<file path="src/rtl/adder_pipe.sv">
// adder_pipe: WIDTH-bit add/subtract unit with its carry chain cut into STAGES registered
// chunks, valid/ready flow control on both sides. Optional ovf output: define ADDER_PIPE_OVF_EN.
module adder_pipe #(
  parameter int WIDTH  = 16,
  parameter int STAGES = 4
) (
  input  logic             clk,
  input  logic             rst,
  input  logic [WIDTH-1:0] a,
  input  logic [WIDTH-1:0] b,
  input  logic             c_in,
  input  logic             sub,
  input  logic             valid_in,
  output logic             ready_in,
  output logic [WIDTH-1:0] sum,
  output logic             c_out,
`ifdef ADDER_PIPE_OVF_EN
  output logic             ovf,
`endif
  output logic             valid_out,
  input  logic             ready_out
);

  localparam int CW = WIDTH / STAGES;

  logic             advance;
  logic [WIDTH-1:0] a_eff;
  logic [WIDTH-1:0] b_eff;
  logic             cin_eff;

  // Subtraction is folded into the operands here; bubbles enter as all-zero data.
  always_comb begin
    a_eff   = '0;
    b_eff   = '0;
    cin_eff = 1'b0;
    if (valid_in) begin
      a_eff   = a;
      b_eff   = sub ? ~b : b;
      cin_eff = sub ? ~c_in : c_in;
    end
  end

  genvar gi;
  generate
    for (gi = 0; gi < STAGES; gi++) begin : gen_stage
      localparam int LO_W = (gi + 1) * CW;
      localparam int HI_W = WIDTH - LO_W;

      logic [CW-1:0]   a_chunk;
      logic [CW-1:0]   b_chunk;
      logic            carry_in;
      logic            valid_src;
      logic [CW:0]     chunk_res;
      logic [LO_W-1:0] sum_lo_d;
      logic [LO_W-1:0] sum_lo_q;
      logic            carry_d;
      logic            carry_q;
      logic            valid_d;
      logic            valid_q;

      if (gi == 0) begin : gen_src
        always_comb begin
          a_chunk   = a_eff[CW-1:0];
          b_chunk   = b_eff[CW-1:0];
          carry_in  = cin_eff;
          valid_src = valid_in;
          sum_lo_d  = chunk_res[CW-1:0];
        end
      end else begin : gen_src
        // Lowest chunk still waiting in the previous stage's skew registers.
        always_comb begin
          a_chunk   = gen_stage[gi-1].gen_skew.a_hi_q[CW-1:0];
          b_chunk   = gen_stage[gi-1].gen_skew.b_hi_q[CW-1:0];
          carry_in  = gen_stage[gi-1].carry_q;
          valid_src = gen_stage[gi-1].valid_q;
          sum_lo_d  = {chunk_res[CW-1:0], gen_stage[gi-1].sum_lo_q};
        end
      end

      always_comb begin
        chunk_res = {1'b0, a_chunk} + {1'b0, b_chunk} + {{CW{1'b0}}, carry_in};
        carry_d   = chunk_res[CW];
        valid_d   = valid_src;
      end

      always_ff @(posedge clk) begin
        if (rst) begin
          sum_lo_q <= '0;
          carry_q  <= 1'b0;
          valid_q  <= 1'b0;
        end else if (advance) begin
          sum_lo_q <= sum_lo_d;
          carry_q  <= carry_d;
          valid_q  <= valid_d;
        end
      end

      if (HI_W > 0) begin : gen_skew
        logic [HI_W-1:0] a_hi_d;
        logic [HI_W-1:0] a_hi_q;
        logic [HI_W-1:0] b_hi_d;
        logic [HI_W-1:0] b_hi_q;

        if (gi == 0) begin : gen_load
          always_comb begin
            a_hi_d = a_eff[WIDTH-1:CW];
            b_hi_d = b_eff[WIDTH-1:CW];
          end
        end else begin : gen_load
          always_comb begin
            a_hi_d = gen_stage[gi-1].gen_skew.a_hi_q[HI_W+CW-1:CW];
            b_hi_d = gen_stage[gi-1].gen_skew.b_hi_q[HI_W+CW-1:CW];
          end
        end

        always_ff @(posedge clk) begin
          if (rst) begin
            a_hi_q <= '0;
            b_hi_q <= '0;
          end else if (advance) begin
            a_hi_q <= a_hi_d;
            b_hi_q <= b_hi_d;
          end
        end
      end
    end
  endgenerate

  always_comb begin
    sum       = gen_stage[STAGES-1].sum_lo_q;
    c_out     = gen_stage[STAGES-1].carry_q;
    valid_out = gen_stage[STAGES-1].valid_q;
    advance   = ~gen_stage[STAGES-1].valid_q | ready_out;
    ready_in  = advance;
  end

`ifdef ADDER_PIPE_OVF_EN
  logic ovf_d;
  logic ovf_q;

  // Carry into the MSB is recovered from the MSB sum bit and its two operand bits.
  always_comb begin
    ovf_d = gen_stage[STAGES-1].chunk_res[CW]
          ^ (gen_stage[STAGES-1].chunk_res[CW-1]
             ^ gen_stage[STAGES-1].a_chunk[CW-1]
             ^ gen_stage[STAGES-1].b_chunk[CW-1]);
  end

  always_ff @(posedge clk) begin
    if (rst) begin
      ovf_q <= 1'b0;
    end else if (advance) begin
      ovf_q <= ovf_d;
    end
  end

  assign ovf = ovf_q;
`endif

endmodule

</file>
<file path="config.mk">
export PLATFORM = sky130hd
export DESIGN_NAME = adder_pipe
export DESIGN_NICKNAME = d
export VERILOG_FILES = /design/src/rtl/adder_pipe.sv
export SDC_FILE = /design/constraint.sdc
export NUM_CORES = 1
export LEC_CHECK = 0
export CAP_MARGIN = 0
export CORE_MARGIN = 3
export CORE_UTILIZATION = 30
export CTS_BUF_LIST = sky130_fd_sc_hd__clkbuf_8
export DETAILED_ROUTE_END_ITERATION = 8
export GPL_TIMING_DRIVEN = 1
export SKIP_LAST_GASP = 1
export SLEW_MARGIN = 20
export SYNTH_ARGS = -nofsm -noshare
export SYNTH_HDL_FRONTEND = slang
export SYNTH_SLANG_ARGS = --single-unit
</file>
<file path="constraint.sdc">
create_clock -name clk -period 2.8 [get_ports clk]
set_clock_uncertainty 0.1 [all_clocks]
set_input_delay 0.42 -clock clk [delete_from_list [all_inputs] [get_ports clk]]
set_output_delay 0.42 -clock clk [all_outputs]
set_load 0.05 [all_outputs]
</file>
Word-level counts from Yosys, hierarchy flattened
Cells that the tools add are included.
Cells by class
  multiplexer cells: 5
  add/sub/neg operators: 8
  bitwise operators: 4
Operators with widths (number)
  16-bit two-way mux: 3
  4-bit by 4-bit adder with 5-bit output: 4
  5-bit by 1-bit adder with 5-bit output: 4
  16-bit NOT: 1
  1-bit two-way mux: 2
  1-bit NOT: 2
  1-bit OR: 1
Storage, ports and cells
  output and inout port bits: 19
  word-level logic and storage cells: 35
  register bits after elaboration: 96

Logic depth before layout (Yosys ltp)
Gate-level depths: netlist of the first run.
  depth in word-level cells: 5
  depth in mapped cells: 9

Least setup slack after synthesis of the first run
Ideal clock, no wire load.
  path type: in2reg
  start point: input port valid_in
  end point: register gen_stage[0].carry_q
  setup slack: 0.486 ns
  stages: 8
  arrival: 2.119 ns
  buffers on the path: 2
  setup time: 0.095 ns
  cells stage by stage: buf_2 > clkbuf_1 > nand2_1 > fa_1 > fa_1 > nor2b_1 > o21ai_0 > a221oi_1
On the way
  word-level cells in the longest chain between the ends: 3
  elaborated cells between the ends (all ways): 5
  classes of those cells: 2 x add/sub; 3 x mux
RTL lines
  start: declaration: RTL line 13  | input logic valid_in,
  16-bit two-way mux: RTL line 36  | if (valid_in) begin
  4-bit by 4-bit adder with 5-bit output: RTL line 81  | chunk_res = {1'b0, a_chunk} + {1'b0, b_chunk} + {{CW{1'b0}}, carry_in};
  5-bit by 1-bit adder with 5-bit output (*): RTL line 81
  end signal: assignment: RTL line 93  | carry_q <= carry_d;
  end: declaration: RTL line 57  | logic carry_q;
Every way passes the cells marked *; elsewhere a longest branch is shown, timed or not.
A chain may end at the register's enable or synchronous reset.

Worst setup path in the final report of the first run
  start point: input port sub
  end point: register gen_stage[0].carry_q
On the way
  word-level cells in the longest chain between the ends: 4
  elaborated cells between the ends (all ways): 6
  classes of those cells: 2 x add/sub; 4 x mux
RTL lines
  start: declaration: RTL line 12  | input logic sub,
  16-bit two-way mux: RTL line 38  | b_eff = sub ? ~b : b;
  16-bit two-way mux: RTL line 36
  4-bit by 4-bit adder with 5-bit output: RTL line 81
  5-bit by 1-bit adder with 5-bit output (*): RTL line 81
Marked as above.

==> results of run 1 <==
==> flip-flops by register name (all words and copies together), names as in the netlist <==
signal,flops
gen_stage.gen_skew.a_hi_q,24
c_out,1
gen_stage.gen_skew.b_hi_q,24
gen_stage.carry_q,3
valid_out,1
gen_stage.sum_lo_q,24
sum,16
gen_stage.valid_q,3
==> final cells by class <==
type                            instances  area share [%]
Sequential cell                        96            38.4
Clock inverter                          6            1.15
Multi-Input combinational cell        354            39.3
Tap cell                              176            4.40
Clock buffer                           10            2.75
Timing Repair Buffer                   68            13.1
Inverter                               11           0.875
==> power groups by stage <==
stage	registers, mW	clock network [mW]	logic (mW)
2_1_floorplan	1.50	0	0.167
3_3_place_gp	1.49	0	0.288
3_5_place_dp	1.49	0	0.295
4_1_cts	1.46	0.931	0.297
5_1_grt	1.46	0.990	0.329
6_report	1.46	0.899	0.295
==> placed cells by master, fill, tap and decap left out <==
cell type	Yosys	final
o211ai_1	3	3
inv_6	0	1
nor2_1	14	14
a211oi_1	9	9
a221oi_1	1	1
nand2_1	145	145
nand3b_1	8	8
ha_1	12	12
inv_4	1	1
clkinv_2	0	3
bufinv_16	0	1
a2111o_1	4	4
or3_1	1	1
buf_2	11	1
clkdlybuf4s50_1	0	54
nand2b_1	1	1
nand4_1	1	1
dfxtp_1	96	96
nand3_1	26	26
and2_1	4	4
nor3_1	1	1
a21o_1	2	2
buf_4	11	12
fa_1	8	8
nor2b_4	1	1
o21ai_0	3	3
clkbuf_8	0	10
nor2b_1	4	4
a21oi_1	85	85
xor2_1	17	17
inv_1	10	11
buf_12	0	1
xnor2_1	4	4
==> logic make-up (layout without fill, tap and decap cells) <==
family	Yosys count	count (layout)	share of synthesized area, %
and+or+nand+nor	206	206	20.9
AOI/OAI and AO/OA	107	107	14.3
DFF	96	96	46.0
buffers and inverters	49	95	6.86
xor gates and xnor gates	21	21	4.40
adders and majority gates	20	20	7.43
==> routing by layer <==
| metal | share of wire (%) | GRT usage (%) |
|---|---|---|
| met3 | 4.7 | 3.18 |
| met5 | 0 | 0 |
| met1 | 53 | 18.2 |
| met2 | 41 | 17.5 |
| met4 | 1.5 | 4.72 |
==> metrics by stage <==
| stage | utilization (%) | setup WS [ns] | instances | hold WS (ns) |
|---|---|---|---|---|
| after floorplan | - | 0.486 | 499 | 0.332 |
| after CTS | 37.2 | 0.310 | 721 | 0.358 |
| after detailed placement | 35.8 | -0.0749 | 705 | 0.346 |
| after global routing | 37.2 | 0.206 | 721 | 0.373 |
| final | 37.2 | 0.311 | 721 | 0.354 |
| after global placement | 35.8 | 0.0164 | 705 | 0.341 |
==> how the worst max path moves through the flow <==
stage               startpoint                    to  slack, ns  depth (start not counted)
floorplan             valid_in  gen_stage[0].carry_q       0.49                          8
global placement           sub  gen_stage[0].carry_q       0.02                          8
finish                     sub  gen_stage[0].carry_q       0.31                          8
detailed placement         sub  gen_stage[0].carry_q      -0.07                          8
CTS                        sub  gen_stage[0].carry_q       0.31                          8
global route               sub  gen_stage[0].carry_q       0.21                          8
==> worst max-delay path, delay by kind of cell <==
family,cells,cell delay [ns]
buf+inv,1,0.64
fa+ha+maj,2,0.87
xor+xnor,1,0.18
simple gates,2,0.24
compound gates,2,0.31
==> key figures, run 1 <==
Finish
  • Multi-input combinational cell area: 1970 µm²
  • Register area: 1920 µm²
  • FILL cells: 1439
  • Layout Nets: 598
  • Final instance area: 5000 µm²
  • Area growth syn-to-layout: 19.8%
  • Fraction of layout cells with a size suffix above 1: 5.69%
  • ANT cells: 0

Hold path
  • Worst Hold Launch: sum[9]
  • Hold depth: 2
  • Hold path endpoint: sum[9]
  • Hold crit path type: flip-flop to flip-flop

Global routing
  • Grt ovf: 0
  • Initial antenna violation count: 0
  • Total Routing Usage GR: 12.5%
  • First-pass GRT wire length: 15300 µm
  • Vias in the first global route: 3173
  • Largest net degree at the start of global routing: 53

Power
  • Comb power frac: 11.1%
  • Clk pwr share: 33.9%
  • P_sw: 0.654 mW
  • P_leak: 1.84 nW
  • Sw frac: 24.7%
  • Cell-internal power: 2.00 mW
  • Sequential Power Share: 54.9%
  • VDD IR max: 0.245 mV
  • Power, Total: 2.65 mW
  • PD cells: 529 nW/µm²

Logic synthesis
  • Synthesized instance count: 499
  • Post-synthesis cell area: 4180 µm²
  • Primary FF master, synth: dfxtp_1
  • Most frequent cell after synthesis: nand2_1
  • Cell taking the most area after synthesis: dfxtp_1
  • Syn avg cell area: 8.37 µm²
  • Top cell type's share of synthesized area: 46.0%
  • #FFs+latches synth: 96
  • Number of enable flip-flop cells after synthesis: 0
  • Sequential share of the synthesized area: 46.0%
  • Area contributors post-synth: dfxtp_1 46%, nand2_1 13%, a21oi_1 10%, fa_1 3.8%, ha_1 3.6%
  • Top cells by count, synth: 145 x nand2_1, 96 x dfxtp_1, 85 x a21oi_1
  • Asr flop ratio synth: 0%
  • Number of distinct library cells after synthesis: 30
  • Net Count, Synth: 557
  • Yosys warns: 0

Floorplan
  • Initial Util: 31.0%
  • Core area: 13500 µm²
  • Die Ht: 124 µm
  • I/O pins: 57
  • Die Span X: 124 µm
  • Die ar.: 15400 µm²
  • # rows: 42

Worst setup path
  • Max FO, Critical Path: 4
  • Critical path's slowest cell: clkdlybuf4s50_1
  • Required time worst endpoint: 2.98 ns
  • Crit path DAT: 2.67 ns
  • Crit end category: flip-flop
  • FF-to-FF setup slack: 0.90 ns
  • Max incr delay on CP: 0.64 ns
  • Critical R2R Capture: c_out
  • Most common cell on crit path: fa_1
  • Crit path cell chain: clkdlybuf4s50_1 > xor2_1 > nand2_1 > fa_1 > fa_1 > nor2b_1 > o21ai_0 > a221oi_1
  • Worst reg2reg startpoint: gen_stage[2].carry_q
  • Crit start category: input port
  • Setup CP Type: input port to flip-flop
  • R2R cell count: 5

Clocking
  • Hold-fix buffer count after cts: 0
  • CTS HTree Levels: 3
  • Clk root buf: clkbuf_8
  • Setup Buffers After CTS: 0
  • Clock sink count: 96
  • TritonCTS clock tree: done
  • Clk slew on worst S/H paths: 0.09 ns
  • TritonCTS Buffers: 9
  • Max Buffers Root-to-Sink: 2
  • Post-CTS Resized: 0
  • Clk Latency, worst-skew pair: 0.36 ns

Timing
  • Max Freq: 402 MHz
  • Slew headroom: 64.8%
  • Final hold vios: 0
  • Slew Viols, Final: 0
  • Final Cycle Share: 88.9%
  • Tightest Pin Transition: 0.527 ns
  • Tmin final: 2.49 ns
  • Final setup vio count: 0
  • RSZ-0062 raised after global routing: false
  • Setup TNS: 0 ns

Drt
  • TritonRoute pass-1 iters: 4
  • DRC violations left: 0
  • Vias per inst: 4.51
  • Iter 0 DRT Violations: 182
  • DR vias: 3251
  • Routed Wire Length: 8970 µm
  • Routed len/inst: 12.4 µm
  • Post-detailed-route count of antenna-violating nets: 0

Place
  • IO buf count: 56
  • Post-Place Cell Area: 4810 µm²
  • Gpl congestion: 0.756
  • DP Wirelength: 6280 µm

Outcome
  • Status: finished clean

Run
  • Max_cap viols: 0
Power figures use the tool's default switching activity.
==> inputs of run 2 (changes only) <==
- CORE_MARGIN: 3 -> 5
- GPL_ROUTABILITY_DRIVEN: unset -> 0
==> key figures, run 2 (synthesized netlist as in run 1, its figures left out) <==
Clocking
  • CTS HTree Levels: 3 (unchanged)
  • Clk slew on worst S/H paths: 0.10 ns (about the same)
  • Setup Buffers After CTS: 0 (unchanged)
  • Clock sink count: 96 (unchanged)
  • TritonCTS Buffers: 9 (unchanged)
  • Clk root buf: clkbuf_8
  • Hold-fix buffer count after cts: 0 (unchanged)
  • Clk Latency, worst-skew pair: 0.36 ns (about the same)
  • Max Buffers Root-to-Sink: 2 (unchanged)
  • TritonCTS clock tree: done
  • Post-CTS Resized: 0 (unchanged)

Drt
  • Routed Wire Length: 8990 µm (+0.25%)
  • Routed len/inst: 12.4 µm (-0.17%)
  • DRC violations left: 0 (unchanged)
  • Vias per inst: 4.50 (-0.20%)
  • TritonRoute pass-1 iters: 4 (unchanged)
  • DR vias: 3258 (+0.22%)
  • Iter 0 DRT Violations: 187 (+2.7%)
  • Post-detailed-route count of antenna-violating nets: 0 (unchanged)

Finish
  • Final Util: 36.5% (-0.67 points)
  • ANT cells: 0 (unchanged)
  • Commonest non-fill, non-tap cell in the layout: nand2_1
  • Biggest regs: gen_stage.gen_skew.a_hi_q (24), gen_stage.gen_skew.b_hi_q (24), gen_stage.sum_lo_q (24)
  • Most frequent cells in the layout: 145 x nand2_1, 96 x dfxtp_1, 85 x a21oi_1
  • Layout Nets: 597 (-0.17%)
  • Fraction of layout cells with a size suffix above 1: 5.51% (-0.17 points)
  • FILL cells: 1468 (+2.0%)
  • Area growth syn-to-layout: 20.5%

Power
  • VDD IR max: 0.210 mV (-14%)
  • Power, Total: 2.60 mW (-1.8%)
  • P_leak: 1.85 nW (+0.11%)
  • PD cells: 517 nW/µm² (-2.4%)

Worst setup path
  • Crit path to: gen_stage[0].carry_q
  • Max incr delay on CP: 0.59 ns (-0.05 ns)
  • FF-to-FF setup slack: 0.82 ns (-0.08 ns)
  • Critical path's slowest cell: clkdlybuf4s50_1
  • Crit path DAT: 2.60 ns (-0.07 ns)
  • Critical R2R Capture: c_out
  • Worst reg2reg startpoint: gen_stage[2].carry_q
  • Crit start category: input port
  • Crit path cell chain: clkdlybuf4s50_1 > xor2_1 > nand2_1 > fa_1 > fa_1 > nor2b_1 > o21ai_0 > a221oi_1
  • Critical Path Source: sub
  • Crit end category: flip-flop
  • Required time worst endpoint: 2.97 ns (about the same)
  • Setup CP Type: input port to flip-flop
  • R2R cell count: 5 (unchanged)
  • Most common cell on crit path: fa_1
  • Max FO, Critical Path: 3 (-1)

Global routing
  • Initial antenna violation count: 0 (unchanged)
  • Vias in the first global route: 3255 (+2.6%)
  • Largest net degree at the start of global routing: 59 (+11%)
  • First-pass GRT wire length: 15800 µm (+3.0%)
  • Total Routing Usage GR: 11.6% (-0.88 points)
  • Grt ovf: 0 (unchanged)

Floorplan
  • Die Span X: 128 µm (+3.2%)
  • I/O pins: 57 (unchanged)
  • Die ar.: 16400 µm² (+6.6%)
  • # rows: 43 (+2.4%)
  • Initial Util: 30.3% (-0.72 points)
  • Core area: 13800 µm² (+2.4%)
  • Die Ht: 128 µm (+3.2%)

Outcome
  • Status: finished clean

Timing
  • Slew headroom: 45.0% (-20 points)
  • Slew Viols, Final: 0 (unchanged)
  • Final hold vios: 0 (unchanged)
  • Final Cycle Share: 86.6% (-2.3 points)
  • Tmin final: 2.43 ns (-0.0637 ns)
  • Max Freq: 412 MHz (+2.6%)
  • Final setup vio count: 0 (unchanged)
  • RSZ-0062 raised after global routing: false
  • Min Hold Slack: 0.353 ns (-0.000679 ns)
  • Tightest Pin Transition: 0.824 ns (+0.297 ns)

Place
  • DP Wirelength: 6400 µm (+1.8%)
  • IO buf count: 56 (unchanged)

Hold path
  • Hold crit path type: flip-flop to flip-flop
  • Hold depth: 2 (unchanged)

Run
  • Max_cap viols: 0 (unchanged)
-- run 2: power breakdown --
group          internal, mW  switching (mW)
sequential             1.42          0.0316
clock                 0.340           0.508
combinational         0.140           0.156
total                  1.91           0.696
-- run 2: critical path: cells and delay by family --
| kind | cells | cell delay, ns |
|---|---|---|
| buffers and inverters | 1 | 0.59 |
| xor gates and xnor gates | 1 | 0.18 |
| AOI/OAI and AO/OA | 2 | 0.29 |
| and+or+nand+nor | 2 | 0.22 |
| adders and majority gates | 2 | 0.89 |
-- run 2: worst min-delay path by stage --
stage / from / to / slack (ns)
6_report: sum[10] / sum[10] / 0.35
5_1_grt: gen_stage[2].sum_lo_q[6] / sum[6] / 0.37
4_1_cts: sum[8] / sum[8] / 0.36
3_5_place_dp: gen_stage[0].gen_skew.b_hi_q[7] / gen_stage[0].gen_skew.b_hi_q[7] / 0.34
3_3_place_gp: gen_stage[0].valid_q / gen_stage[0].valid_q / 0.34
2_1_floorplan: gen_stage[0].gen_skew.b_hi_q[0] / gen_stage[0].gen_skew.b_hi_q[0] / 0.33
-- run 2: cell type report --
| class | instances | area, µm² | area share [%] |
|---|---|---|---|
| Timing Repair Buffer | 67 | 686 | 13.6 |
| Clock inverter | 7 | 63.8 | 1.27 |
| Clock buffer | 9 | 124 | 2.46 |
| Tap cell | 180 | 225 | 4.48 |
| Inverter | 11 | 43.8 | 0.870 |
| Multi-Input combinational cell | 354 | 1970 | 39.1 |
| Sequential cell | 96 | 1920 | 38.2 |
-- run 2: per-stage QoR --
step                      cell area, µm²  setup WS [ns]  instances  TNS (ns)
after global placement              4840         0.0570        708         0
after floorplan                     4180          0.486        499         0
after CTS                           5030          0.363        724         0
after detailed placement            4840        -0.0221        708   -0.0221
after global routing                5030          0.264        724         0
final                               5030          0.374        724         0
-- run 2: routing by layer --
metal  vias up  track usage, %  routed length [µm]
li1       1733               -                   -
met1      1447            17.3                4860
met2        70            16.4                3690
met3         8            3.00                 367
met4         0            3.00                  73
met5         -               0                   0
